**src/rtl/io_port_bridge_pkg.sv**
```systemverilog
// Shared widths, FIFO sizing and the IPORT encoding for the I/O port bridge.
// Exports: DATA_LEN, RX_LEN, IO_FIFO_DEPTH, PTR_LEN, IO_EMPTY_FLAG, port_dat_t, rx_dat_t,
//          iport_encode(). Register decode (store to reg 0, load from reg 1) happens in the core.
package io_port_bridge_pkg;

    localparam int DATA_LEN      = 8;
    localparam int RX_LEN        = DATA_LEN - 1;
    localparam int IO_FIFO_DEPTH = 4;
    localparam int PTR_LEN       = $clog2(IO_FIFO_DEPTH);

    typedef logic [DATA_LEN-1:0] port_dat_t;
    typedef logic [RX_LEN-1:0]   rx_dat_t;

    localparam port_dat_t IO_EMPTY_FLAG = port_dat_t'(1) << (DATA_LEN - 1);

    // MSB set means "no byte waiting", so firmware can poll with load + branch-if-negative.
    function automatic port_dat_t iport_encode(input logic empty, input rx_dat_t head);
        return empty ? IO_EMPTY_FLAG : {1'b0, head};
    endfunction

endpackage

```
**src/rtl/io_port_bridge_if.sv**
```systemverilog
// Bundle of the datapath-facing and stream-facing signals of the I/O port bridge.
// slave  : the bridge (drives iport, tx_data/tx_valid, rx_ready, tx_ovf).
// master : datapath + board/host side (drives oport, strobes, tx_ready, rx stream, ovf_clr).
interface io_port_bridge_if;
    import io_port_bridge_pkg::*;

    port_dat_t oport;      // register-0 contents
    logic      port_wr;    // store to register 0 this cycle
    logic      port_rd;    // load from register 1 this cycle
    port_dat_t iport;      // {rx_empty, rx_head} into register 1
    port_dat_t tx_data;
    logic      tx_valid;
    logic      tx_ready;
    rx_dat_t   rx_data;
    logic      rx_valid;
    logic      rx_ready;
    logic      tx_ovf;     // sticky TX overflow
    logic      ovf_clr;

    modport slave (
        input  oport, port_wr, port_rd, tx_ready, rx_data, rx_valid, ovf_clr,
        output iport, tx_data, tx_valid, rx_ready, tx_ovf
    );

    modport master (
        output oport, port_wr, port_rd, tx_ready, rx_data, rx_valid, ovf_clr,
        input  iport, tx_data, tx_valid, rx_ready, tx_ovf
    );

endinterface

```
**src/rtl/io_port_bridge_sync_fifo.sv**
```systemverilog
// Synchronous FIFO, head visible combinationally (masked to 0 when empty).
// Latency: push visible at head one edge later; no bypass from dat_i to dat_o.
// Backpressure: push ignored when full unless a pop happens on the same edge; pop ignored when empty.
// Ports: clk, rst_n, push_i, pop_i, dat_i -> dat_o, full_o, empty_o.
module io_port_bridge_sync_fifo #(
    parameter int WIDTH = 8,
    parameter int DEPTH = 4
) (
    input  logic             clk,
    input  logic             rst_n,
    input  logic             push_i,
    input  logic             pop_i,
    input  logic [WIDTH-1:0] dat_i,
    output logic [WIDTH-1:0] dat_o,
    output logic             full_o,
    output logic             empty_o
);

    localparam int PTR_LEN = $clog2(DEPTH);
    localparam int CNT_LEN = PTR_LEN + 1;
    localparam logic [CNT_LEN-1:0] FULL_CNT = CNT_LEN'(DEPTH);

    logic [WIDTH-1:0]   mem_q [DEPTH];
    logic [PTR_LEN-1:0] wr_ptr_q, wr_ptr_d;
    logic [PTR_LEN-1:0] rd_ptr_q, rd_ptr_d;
    logic [CNT_LEN-1:0] count_q, count_d;
    logic               do_push;
    logic               do_pop;

    assign full_o  = (count_q == FULL_CNT);
    assign empty_o = (count_q == '0);

    // A pop frees the slot the same edge, so a push into a full FIFO still lands.
    assign do_pop  = pop_i & ~empty_o;
    assign do_push = push_i & (~full_o | do_pop);

    always_comb begin
        wr_ptr_d = wr_ptr_q;
        rd_ptr_d = rd_ptr_q;
        count_d  = count_q;
        if (do_push) wr_ptr_d = wr_ptr_q + 1'b1;
        if (do_pop)  rd_ptr_d = rd_ptr_q + 1'b1;
        case ({do_push, do_pop})
            2'b10:   count_d = count_q + 1'b1;
            2'b01:   count_d = count_q - 1'b1;
            default: count_d = count_q;
        endcase
    end

    always_ff @(posedge clk or negedge rst_n) begin
        if (!rst_n) begin
            wr_ptr_q <= '0;
            rd_ptr_q <= '0;
            count_q  <= '0;
        end else begin
            wr_ptr_q <= wr_ptr_d;
            rd_ptr_q <= rd_ptr_d;
            count_q  <= count_d;
        end
    end

    // Storage carries no reset: contents are only observable through a non-empty head.
    always_ff @(posedge clk) begin
        if (do_push) mem_q[wr_ptr_q] <= dat_i;
    end

    assign dat_o = empty_o ? '0 : mem_q[rd_ptr_q];

endmodule

```
**src/rtl/io_port_bridge.sv**
```systemverilog
// Bridges core register 0 stores to a TX stream and an RX stream to register 1 loads.
// Latency: store-to-tx_valid 2 edges; rx push-to-iport 1 edge; iport/tx_valid/rx_ready are from state only.
// Backpressure: tx_ready stalls TX (full FIFO drops stores, sets sticky tx_ovf); rx_ready low when RX full.
// Ports: clk, rst_n, port_if (io_port_bridge_if.slave).
module io_port_bridge
    import io_port_bridge_pkg::*;
(
    input  logic              clk,
    input  logic              rst_n,
    io_port_bridge_if.slave   port_if
);

    logic      wr_q;
    logic      ovf_q, ovf_d;
    logic      tx_full, tx_empty, tx_pop, tx_drop;
    logic      rx_full, rx_empty, rx_push, rx_pop;
    port_dat_t tx_head;
    rx_dat_t   rx_head;

    // The register file takes the stored value on the store edge, so oport is only
    // valid one cycle later; wr_q lines the push up with that value.
    assign tx_pop  = ~tx_empty & port_if.tx_ready;
    assign tx_drop = wr_q & tx_full & ~tx_pop;

    // A same-cycle overflow beats a clear so no drop goes unreported.
    always_comb begin
        ovf_d = ovf_q;
        if (port_if.ovf_clr) ovf_d = 1'b0;
        if (tx_drop)         ovf_d = 1'b1;
    end

    always_ff @(posedge clk or negedge rst_n) begin
        if (!rst_n) begin
            wr_q  <= 1'b0;
            ovf_q <= 1'b0;
        end else begin
            wr_q  <= port_if.port_wr;
            ovf_q <= ovf_d;
        end
    end

    io_port_bridge_sync_fifo #(.WIDTH(DATA_LEN), .DEPTH(IO_FIFO_DEPTH)) u_tx_fifo (
        .clk     (clk),
        .rst_n   (rst_n),
        .push_i  (wr_q),
        .pop_i   (tx_pop),
        .dat_i   (port_if.oport),
        .dat_o   (tx_head),
        .full_o  (tx_full),
        .empty_o (tx_empty)
    );

    assign rx_push = port_if.rx_valid & ~rx_full;
    assign rx_pop  = port_if.port_rd & ~rx_empty;

    io_port_bridge_sync_fifo #(.WIDTH(RX_LEN), .DEPTH(IO_FIFO_DEPTH)) u_rx_fifo (
        .clk     (clk),
        .rst_n   (rst_n),
        .push_i  (rx_push),
        .pop_i   (rx_pop),
        .dat_i   (port_if.rx_data),
        .dat_o   (rx_head),
        .full_o  (rx_full),
        .empty_o (rx_empty)
    );

    assign port_if.tx_data  = tx_head;
    assign port_if.tx_valid = ~tx_empty;
    assign port_if.rx_ready = ~rx_full;
    assign port_if.iport    = iport_encode(rx_empty, rx_head);
    assign port_if.tx_ovf   = ovf_q;

endmodule

```
**src/flat_wrapper.sv**
```systemverilog
// flat-port wrapper written by rule: the top's interface ports become plain ports
module io_port_bridge_flat import io_port_bridge_pkg::*;
  (clk, rst_n, port_if_oport, port_if_port_wr, port_if_port_rd, port_if_tx_ready, port_if_rx_data, port_if_rx_valid, port_if_ovf_clr, port_if_iport, port_if_tx_data, port_if_tx_valid, port_if_rx_ready, port_if_tx_ovf);
  io_port_bridge_if port_if_i ();
  input  logic clk;
  input  logic rst_n;
  input wire logic [$bits(port_if_i.oport)-1:0] port_if_oport;
  input wire logic [$bits(port_if_i.port_wr)-1:0] port_if_port_wr;
  input wire logic [$bits(port_if_i.port_rd)-1:0] port_if_port_rd;
  input wire logic [$bits(port_if_i.tx_ready)-1:0] port_if_tx_ready;
  input wire logic [$bits(port_if_i.rx_data)-1:0] port_if_rx_data;
  input wire logic [$bits(port_if_i.rx_valid)-1:0] port_if_rx_valid;
  input wire logic [$bits(port_if_i.ovf_clr)-1:0] port_if_ovf_clr;
  output wire logic [$bits(port_if_i.iport)-1:0] port_if_iport;
  output wire logic [$bits(port_if_i.tx_data)-1:0] port_if_tx_data;
  output wire logic [$bits(port_if_i.tx_valid)-1:0] port_if_tx_valid;
  output wire logic [$bits(port_if_i.rx_ready)-1:0] port_if_rx_ready;
  output wire logic [$bits(port_if_i.tx_ovf)-1:0] port_if_tx_ovf;
  assign port_if_i.oport = port_if_oport;
  assign port_if_i.port_wr = port_if_port_wr;
  assign port_if_i.port_rd = port_if_port_rd;
  assign port_if_i.tx_ready = port_if_tx_ready;
  assign port_if_i.rx_data = port_if_rx_data;
  assign port_if_i.rx_valid = port_if_rx_valid;
  assign port_if_i.ovf_clr = port_if_ovf_clr;
  assign port_if_iport = port_if_i.iport;
  assign port_if_tx_data = port_if_i.tx_data;
  assign port_if_tx_valid = port_if_i.tx_valid;
  assign port_if_rx_ready = port_if_i.rx_ready;
  assign port_if_tx_ovf = port_if_i.tx_ovf;
  io_port_bridge u_core (.clk(clk), .rst_n(rst_n), .port_if(port_if_i));
endmodule
```
**config.mk**
```make
export PLATFORM = sky130hd
export DESIGN_NAME = io_port_bridge_flat
export DESIGN_NICKNAME = d
export VERILOG_FILES = /design/src/rtl/io_port_bridge_pkg.sv /design/src/rtl/io_port_bridge_if.sv /design/src/rtl/io_port_bridge_sync_fifo.sv /design/src/rtl/io_port_bridge.sv /design/src/flat_wrapper.sv
export SDC_FILE = /design/constraint.sdc
export NUM_CORES = 1
export LEC_CHECK = 0
export ABC_AREA = 1
export CORE_ASPECT_RATIO = 1.25
export CORE_MARGIN = 2
export CORE_UTILIZATION = 60
export DETAILED_ROUTE_END_ITERATION = 16
export GPL_ROUTABILITY_DRIVEN = 0
export PLACE_DENSITY = 0.95
export SYNTH_ARGS = -nofsm -noshare
export SYNTH_HDL_FRONTEND = slang
export SYNTH_SLANG_ARGS = --single-unit
export TNS_END_PERCENT = 100
```
**constraint.sdc**
```tcl
create_clock -name clk -period 3.7 [get_ports clk]
set_clock_uncertainty 0.15 [all_clocks]
set_input_delay 0.925 -clock clk [delete_from_list [all_inputs] [get_ports clk]]
set_output_delay 0.925 -clock clk [all_outputs]
set_load 0.01 [all_outputs]
```
-- Yosys cells after proc, flatten, opt, wreduce, memory -nomap -nowiden
Memories as Yosys holds them, arrays and structs flattened.
Cells that the tools add are included.
- register bits: 16
- memories: 2
- bits in writable memories: 60
- input port bits: 22
- memory list (memory ; depth ; bits a word ; read ports ; clocked after Yosys merged registers in ; wr ports ; line ; RTL):
    u_core.u_tx_fifo.mem_q ; 4 ; 8 ; 1 ; 0 ; 1 ; io_port_bridge_sync_fifo.sv:23 ; logic [WIDTH-1:0] mem_q [DEPTH];
    u_core.u_rx_fifo.mem_q ; 4 ; 7 ; 1 ; 0 ; 1 ; io_port_bridge_sync_fifo.sv:23 ;
- bitwise operators: 16
- reduce and logical (&&, ||, !) cells: 5
- $add $sub $neg: 8
- equality and inequality tests: 6
- multiplexer cells: 10
- operators with widths (kind ; number):
    $mux W8 ; 2
    $pmux W3 S2 ; 2
    $and A1 B1 Y1 ; 9
    $add A2 B1 Y2 const B ; 4
    $add A3 B1 Y3 const B ; 2
    $eq A3 B3 Y1 const B ; 2
    $logic_not A3 Y1 ; 2
    $mux W1 ; 6
    $reduce_bool A2 Y1 ; 3
    $sub A3 B1 Y3 const B ; 2
    $not A1 Y1 ; 5
    $eq A2 B1 Y1 const B ; 2
    $eq A2 B2 Y1 const B ; 2
    $or A1 B1 Y1 ; 2

-- Longest topological paths before layout
Gate-level depths: netlist of run 1.
- word-level depth: 8
- gate-level depth with buffers: 12
- gate-level depth less buffers: 12

-- Hierarchy
A second synthesis of run 1 with hierarchy kept.
- cell total of the unflattened synthesis: 353
- area, all modules: 3534.6 µm²
- modules (own cells, without submodules) (module ; area an instance (µm²) ; cells an instance ; times used):
    io_port_bridge_sync_fifo (u_core.u_tx_fifo) ; 1700.4 ; 151 ; 1
    io_port_bridge_sync_fifo (u_core.u_rx_fifo) ; 1660.3 ; 170 ; 1
    io_port_bridge ; 173.9 ; 32 ; 1

-- Least setup slack after synthesis of run 1
Ideal clock, no wire load.
- path kind: in2reg
- start point: in port_if_tx_ready
- end point: reg u_core.u_tx_fifo.count_q[2]
- setup time: 117 ps
- data required time: 3433 ps
- slack: 1353 ps
- stages: 10
- arrival: 2080 ps
- cells stage by stage: nor2_1 nand2_1 nand2_2 ha_1 inv_1 fa_1 nand2_1 nand3_1 nand2_1 nand2_1
- word-level cells in the longest chain between the ends: 6
- ends and longest elaborated chain (item ; line ; RTL):
    from (decl) ; flat_wrapper.sv:10 ; input wire logic [$bits(port_if_i.tx_ready)-1:0] port_if_tx_ready;
    $and A1 B1 Y1 * ; io_port_bridge.sv:22 ; assign tx_pop = ~tx_empty & port_if.tx_ready;
    $and A1 B1 Y1 * ; io_port_bridge_sync_fifo.sv:34 ; assign do_pop = pop_i & ~empty_o;
    $or A1 B1 Y1 ; io_port_bridge_sync_fifo.sv:35 ; assign do_push = push_i & (~full_o | do_pop);
    $and A1 B1 Y1 ; io_port_bridge_sync_fifo.sv:35 ;
    $eq A2 B1 Y1 or $eq A2 B2 Y1 (tied branches) ; io_port_bridge_sync_fifo.sv:43 ; case ({do_push, do_pop})
    $pmux W3 S2 or $reduce_bool A2 Y1 (tied branches) ; - ;
    to (signal assigned) ; io_port_bridge_sync_fifo.sv:58 ; count_q <= count_d;
    to (decl) ; io_port_bridge_sync_fifo.sv:26 ; logic [CNT_LEN-1:0] count_q, count_d;
Every way passes the cells marked *; elsewhere a longest branch is shown, timed or not.
A chain may end at the register's enable or synchronous reset.

-- Final worst setup path of run 1
- start point: reg u_core.u_tx_fifo.rd_ptr_q[0]
- end point: out port_if_tx_data[3]
- word-level cells in the longest chain between the ends: 2
- ends and longest elaborated chain (item ; line ; RTL):
    from (decl) ; io_port_bridge_sync_fifo.sv:25 ; logic [PTR_LEN-1:0] rd_ptr_q, rd_ptr_d;
    from (signal assigned) ; io_port_bridge_sync_fifo.sv:57 ; rd_ptr_q <= rd_ptr_d;
    $mem_v2 Z4 W8 ; - ;
    $mux W8 ; io_port_bridge_sync_fifo.sv:67 ; assign dat_o = empty_o ? '0 : mem_q[rd_ptr_q];
    to (decl) ; flat_wrapper.sv:15 ; output wire logic [$bits(port_if_i.tx_data)-1:0] port_if_tx_data;
No other way between the ends.

==> impl_results.md, run 1 <==
- Initial antenna violation count: 0
- Post-CTS setup buffer count: 0
- Post-route minimum period: 3.298 ns
- Sequential fraction of the synthesis area: 62.17%
- Comb pwr share: roughly two fifths
- Worst Setup End Kind: output port
- CTS tree: built
- Clock sink count: 76
- Slew margin rel.: 50.75%
- Num ports: 41
- Leak Pwr: 1.945 nW
- Top cells by area, synth: edfxtp_1, dfrtp_1, inv_1
- Max frequency: 303.2 MHz
- Worst Reg-to-Reg Cells: 8
- Worst Tran Pin Value: 0.7360 ns
- Drt pass-1 iters: 5
- Unrepaired setup endpoints after global routing: false
- Post-Route Utilization: 73.21%
- Critical setup path kind: register to output port
- Die Wd: 72.73 µm
- Hold-fix buffers at CTS: 0
- Flop2flop setup slack: 1.63 ns
- Maximum number of pins on one net before global-route repair: 20
- Outcome: finished, final reports clean
- Slew Viols, Final: 0
- Post-DP HPWL: 4591 µm
- Worst hold path depth: 1
- Prevailing post-synth register cell: edfxtp_1
- Most frequent cells after synthesis: inv_1, nand2_1, edfxtp_1
- Final #Nets: 437
- Setup TNS: 0 ns
- Row count: 31
- Flop and latch count out of synthesis: 76
- Share of the synthesized area in the top cell type: 50.87%
- CTS Buf Count: 9
- Vias in the first global route: 2,505
- Starting Density: 61.70%
- Clock power share: between 20% and 30%
- Die area: about 6500 µm²
- Startpoint Class: register
- Die span in y: 89.91 µm
- Synth Cell Area: roughly 3500 µm²
- Most numerous cell in the Yosys netlist: inv_1
- Drt wl/cell: between 10 and 15 µm
- GRT Total Usage: between 20% and 30%
- Cell-internal power: 2.111 mW
- H-tree levels: 3
- Hold Path Class: register to register
- RR Startpoint: u_core.u_tx_fifo.count_q[1]
- Worst EP required: 2.62 ns
- Total grt overflow: 0
- Via density: 5.135
- ANT cells: 0
- Worst Path Max Fanout: 19
- Multi-input logic area: 910.9 µm²
- Number of max-cap violations: 0
- Yosys warns: 0
- Global-route wire length before repair: 11,230 µm
- Post-synth EDFFs: 60
- Post-synth cell types: 21
- Sw frac: 36.22%
- CTS clk-pin slew, worst paths: 0.08 ns
- Max Buffers Root-to-Sink: 2
- Synth Instances: 357
- Net switching power: 1.199 mW
- Area growth, synth to finish: 18.65%
- HP Start: u_core.u_rx_fifo.count_q[0]
- Clock Tree Root: clkbuf_8
- Total Routed Length: 6453 µm
- DRT iter0 DRCs: 298
- Finish-stage setup viols: 0
- Resized cells post-CTS: 0
- I/O Buffers: 40
- FFs w/ async S/R, synth: 21.05%
- Worst Hold End: u_core.u_rx_fifo.count_q[0]
- Worst path arrival time: 2.22 ns
- Drc violations: 0
- Reg area: 2202 µm²
- Pwr Density: roughly 790 nW/µm²
- Final period utilization: 89.15%
- R2r endpoint: u_core.u_tx_fifo.count_q[1]
- Layout cells sized above 1: under 10%
- Max VDD drop: roughly 650 µV
- Via count: roughly 2,400
- Routed Antenna Nets: 0
- Worst-Skew Late Latency: approximately 0.34 ns
- Core ar.: about 5700 µm²
- Cell taking the most area after synthesis: edfxtp_1
- Mapped Nets: between 300 and 400
- Mean Syn Cell Area: 9.922 µm²
- Fill cells: 401
- Final Hold Viols: 0
- Sequential share of power: 39.7%
## logic make-up (layout without fill, tap and decap cells)
logic type	count (synthesis)	count (layout)	synth area share, %
AO/OA/AOI/OAI	20	20	2.932
XOR/XNOR	4	4	0.9889
adder cells (fa/ha/maj)	12	12	4.663
buffers and inverters	102	153	12.12
flip-flops	76	76	62.17
AND/OR/NAND/NOR	143	143	17.13
## state kept, by name, summed over array words and instances (netlist names)
register,cells
u_core.u_tx_fifo.count_q,3
u_core.u_rx_fifo.wr_ptr_q,2
u_core.port_if.tx_ovf,1
u_core.u_tx_fifo.mem_q,32
u_core.wr_q,1
u_core.u_tx_fifo.rd_ptr_q,2
u_core.u_rx_fifo.mem_q,28
u_core.u_tx_fifo.wr_ptr_q,2
u_core.u_rx_fifo.count_q,3
u_core.u_rx_fifo.rd_ptr_q,2
## layer usage
layer | routed length, µm | part of all wire (%) | track usage [%]
met2 | 3478 | 54 | 39.62
met3 | 279 | 4.3 | 4.036
met5 | 0 | 0 | 0
met4 | 151 | 2.3 | 10.96
met1 | 2542 | 39 | 26.42
## worst max-delay path: stages, from the launching register on
cell and delay, ns:
dfrtp_1 0.77, inv_4 0.20, nand2_1 0.10, nand3_1 0.08, a21oi_1 0.17, clkdlybuf4s50_1 0.55
## layout make-up
type | instances | area share [%]
Timing Repair Buffer | 44 | 10.24
Tap cell | 66 | 1.965
Sequential cell | 76 | 52.40
Clock buffer | 9 | 2.947
Multi-Input combinational cell | 179 | 21.67
Inverter | 93 | 8.425
Clock inverter | 7 | 2.352
## power by group through the flow
stage | Clock (mW) | Combinational [mW] | Sequential (mW)
floorplan | 0 | 0.915 | 1.22
global placement | 0 | 1.25 | 1.32
detailed placement | 0 | 1.30 | 1.33
CTS | 0.703 | 1.32 | 1.31
global route | 0.738 | 1.48 | 1.34
finish | 0.689 | 1.31 | 1.31
## placed cells by master, fill, tap and decap left out, drive strengths merged
cell type and n:
nand3 40, nand4 2, bufinv 2, nor2 10
clkdlybuf4s50 40, clkinvlp 1, edfxtp 60, inv 95
clkbuf 9, a21oi 15, o21ai 5, xnor2 4
ha 10, clkinv 2, dfrtp 16, nand2 91
buf 4, fa 2
## through the flow
step / cell area (µm²) / hold WS, ns / total power, mW / worst slack (ns) / std cells
floorplan: 3542 / 0.2917 / 2.134 / 1.353 / 357
global placement: 3980 / 0.3072 / 2.564 / 0.8499 / 458
detailed placement: 3980 / 0.3195 / 2.630 / 0.7606 / 458
CTS: 4203 / 0.3338 / 3.331 / 0.3654 / 474
global route: 4203 / 0.3649 / 3.557 / 0.1949 / 474
finish: 4203 / 0.3285 / 3.310 / 0.4016 / 474
## worst max path at each step
stage                                       startpoint                          end  slack [ns]  cells past startpoint
final                     u_core.u_tx_fifo.rd_ptr_q[0]           port_if_tx_data[3]        0.40                      5
after global routing      u_core.u_tx_fifo.rd_ptr_q[0]           port_if_tx_data[6]        0.19                      5
after CTS                 u_core.u_tx_fifo.rd_ptr_q[0]           port_if_tx_data[3]        0.37                      5
after detailed placement  u_core.u_tx_fifo.rd_ptr_q[0]           port_if_tx_data[1]        0.76                      5
after global placement    u_core.u_tx_fifo.rd_ptr_q[0]           port_if_tx_data[1]        0.85                      5
after floorplan                       port_if_tx_ready  u_core.u_tx_fifo.count_q[2]        1.35                     10
No activity file was read; power rests on OpenSTA's default activity.
==> run 2: changes to the inputs <==
Settings changed: CORE_UTILIZATION 60 to 55, PLACE_DENSITY 0.95 to 0.9.
==> impl_results.md, run 2 (synthesized netlist as in run 1, its figures left out) <==
- Outcome: finished, final reports clean
- GRT Total Usage: a little over a fifth
- Most common cell after layout, fill and taps aside: inv_1
- Worst-Skew Late Latency: ~0.34 ns
- Routed Antenna Nets: 0
- Pre-CTS setup slack: 0.7525 ns
- CTS tree: built
- Clock Tree Root: clkbuf_8
- Via count: 2,401
- Total grt overflow: 0
- Maximum number of pins on one net before global-route repair: 20
- Worst Reg-to-Reg Cells: 10
- Crit path from: u_core.u_tx_fifo.rd_ptr_q[0]
- Worst Path Max Fanout: 19
- Clock sink count: 76
- Most frequent cells in the layout: inv_1, nand2_1, edfxtp_1
- CP endpoint: port_if_tx_data[3]
- Die Wd: approximately 76 µm
- Startpoint Class: register
- Area growth, synth to finish: 18.65%
- Largest registers: u_core.u_tx_fifo.mem_q: 32 flops, u_core.u_rx_fifo.mem_q: 28 flops
- Post-route minimum period: 3.228 ns
- Die area: ~7100 µm²
- Max VDD drop: around 600 µV
- Worst Tran Pin Value: 0.7814 ns
- Via density: 4.860
- Slew margin rel.: 47.74%
- RR Startpoint: u_core.u_rx_fifo.count_q[0]
- Core ar.: 6206 µm²
- Critical setup path kind: register to output port
- Drt wl/cell: 13.27 µm
- Final Hold Viols: 0
- CTS clk-pin slew, worst paths: 0.08 ns
- Hold Path Class: register to register
- Layout cells sized above 1: 7.090%
- R2r endpoint: u_core.u_rx_fifo.count_q[2]
- Net switching power: 1.194 mW
- Leak Pwr: 1.932 nW
- Sequential share of power: 40.0%
- Drt pass-1 iters: 4
- Initial antenna violation count: 0
- Num ports: 41
- Slew Viols, Final: 0
- Clock power share: 18.8%
- I/O Buffers: 40
- Total Routed Length: ~6600 µm
- Worst path arrival time: 2.15 ns
- Max frequency: roughly 310 MHz
- Finish-stage setup viols: 0
- Setup TNS: 0 ns
- Comb pwr share: 41.1%
- Post-DP HPWL: roughly 4800 µm
- CTS Buf Count: 9
- Starting Density: 57.08%
- Worst Setup End Kind: output port
- Vias in the first global route: 2,461
- Worst EP required: 2.62 ns
- Setup WS post-layout: around 0.47 ns
- Sw frac: 36.89%
- Unrepaired setup endpoints after global routing: false
- Largest Register: u_core.u_tx_fifo.mem_q
- Final #Nets: 438
- Post-CTS setup buffer count: 0
- Resized cells post-CTS: 0
- Drc violations: 0
- Row count: 32
- ANT cells: 0
- Cell-internal power: 2.043 mW
- Flop2flop setup slack: 1.62 ns
- H-tree levels: 3
- Hold-fix buffers at CTS: 0
- Final period utilization: 87.24%
- Global-route wire length before repair: 10,770 µm
- Max Buffers Root-to-Sink: 2
- Max FFs per register: 32
- Pwr Density: about 770 nW/µm²
- Die span in y: 93.73 µm
- Worst hold path depth: 2
- DRT iter0 DRCs: between 200 and 250
- Number of max-cap violations: 0
## run 2: critical path: stages (launching register included)
cell and delay (ns):
dfrtp_1 0.73, inv_4 0.18, nand2_1 0.10, nand3_1 0.06, a21oi_1 0.17, clkdlybuf4s50_1 0.56
## run 2: area by class of cell
| cell class | instances | area [µm²] |
|---|---|---|
| Clock inverter | 7 | 67.56 |
| Tap cell | 85 | 106.4 |
| Multi-Input combinational cell | 179 | 910.9 |
| Clock buffer | 9 | 123.9 |
| Timing Repair Buffer | 45 | 437.9 |
| Inverter | 93 | 354.1 |
| Fill cell | 469 | 2003 |
| Sequential cell | 76 | 2202 |
## run 2: metrics by stage
| step | hold slack (ns) | power [mW] | instances | cell area (µm²) | util, % |
|---|---|---|---|---|---|
| after floorplan | 0.2917 | 2.134 | 357 | 3542 | - |
| after global placement | 0.3072 | 2.577 | 478 | 4011 | 64.64 |
| after detailed placement | 0.3174 | 2.646 | 478 | 4011 | 64.64 |
| after CTS | 0.3408 | 3.259 | 494 | 4203 | 67.72 |
| after global routing | 0.3725 | 3.474 | 494 | 4203 | 67.72 |
| final | 0.3425 | 3.238 | 494 | 4203 | 67.72 |
## run 2: worst min-delay path by stage
| stage | slack, ns | start | end |
|---|---|---|---|
| floorplan | 0.29 | u_core.u_tx_fifo.count_q[2] | u_core.u_tx_fifo.count_q[2] |
| global placement | 0.31 | u_core.u_tx_fifo.count_q[2] | u_core.u_tx_fifo.count_q[2] |
| detailed placement | 0.32 | u_core.u_tx_fifo.count_q[2] | u_core.u_tx_fifo.count_q[2] |
| CTS | 0.34 | u_core.u_tx_fifo.count_q[2] | u_core.u_tx_fifo.count_q[2] |
| global route | 0.37 | u_core.u_rx_fifo.count_q[0] | u_core.u_rx_fifo.count_q[0] |
| finish | 0.34 | u_core.u_tx_fifo.count_q[2] | u_core.u_tx_fifo.count_q[2] |
## run 2: routing by layer
metal / up-vias / global-route usage (%) / share of wire (%)
met5: - / 0 / 0
met2: 62 / 35.99 / 54
met1: 1128 / 24.46 / 40
li1: 1204 / - / -
met3: 7 / 4.721 / 5.0
met4: 0 / 8.918 / 1.1
## run 2: power groups by stage
stage / clock [mW] / sequential, mW / combinational [mW]
after floorplan: 0 / 1.22 / 0.915
after global placement: 0 / 1.30 / 1.28
final: 0.610 / 1.30 / 1.33
after global routing: 0.658 / 1.32 / 1.49
after detailed placement: 0 / 1.31 / 1.33
after CTS: 0.615 / 1.30 / 1.35
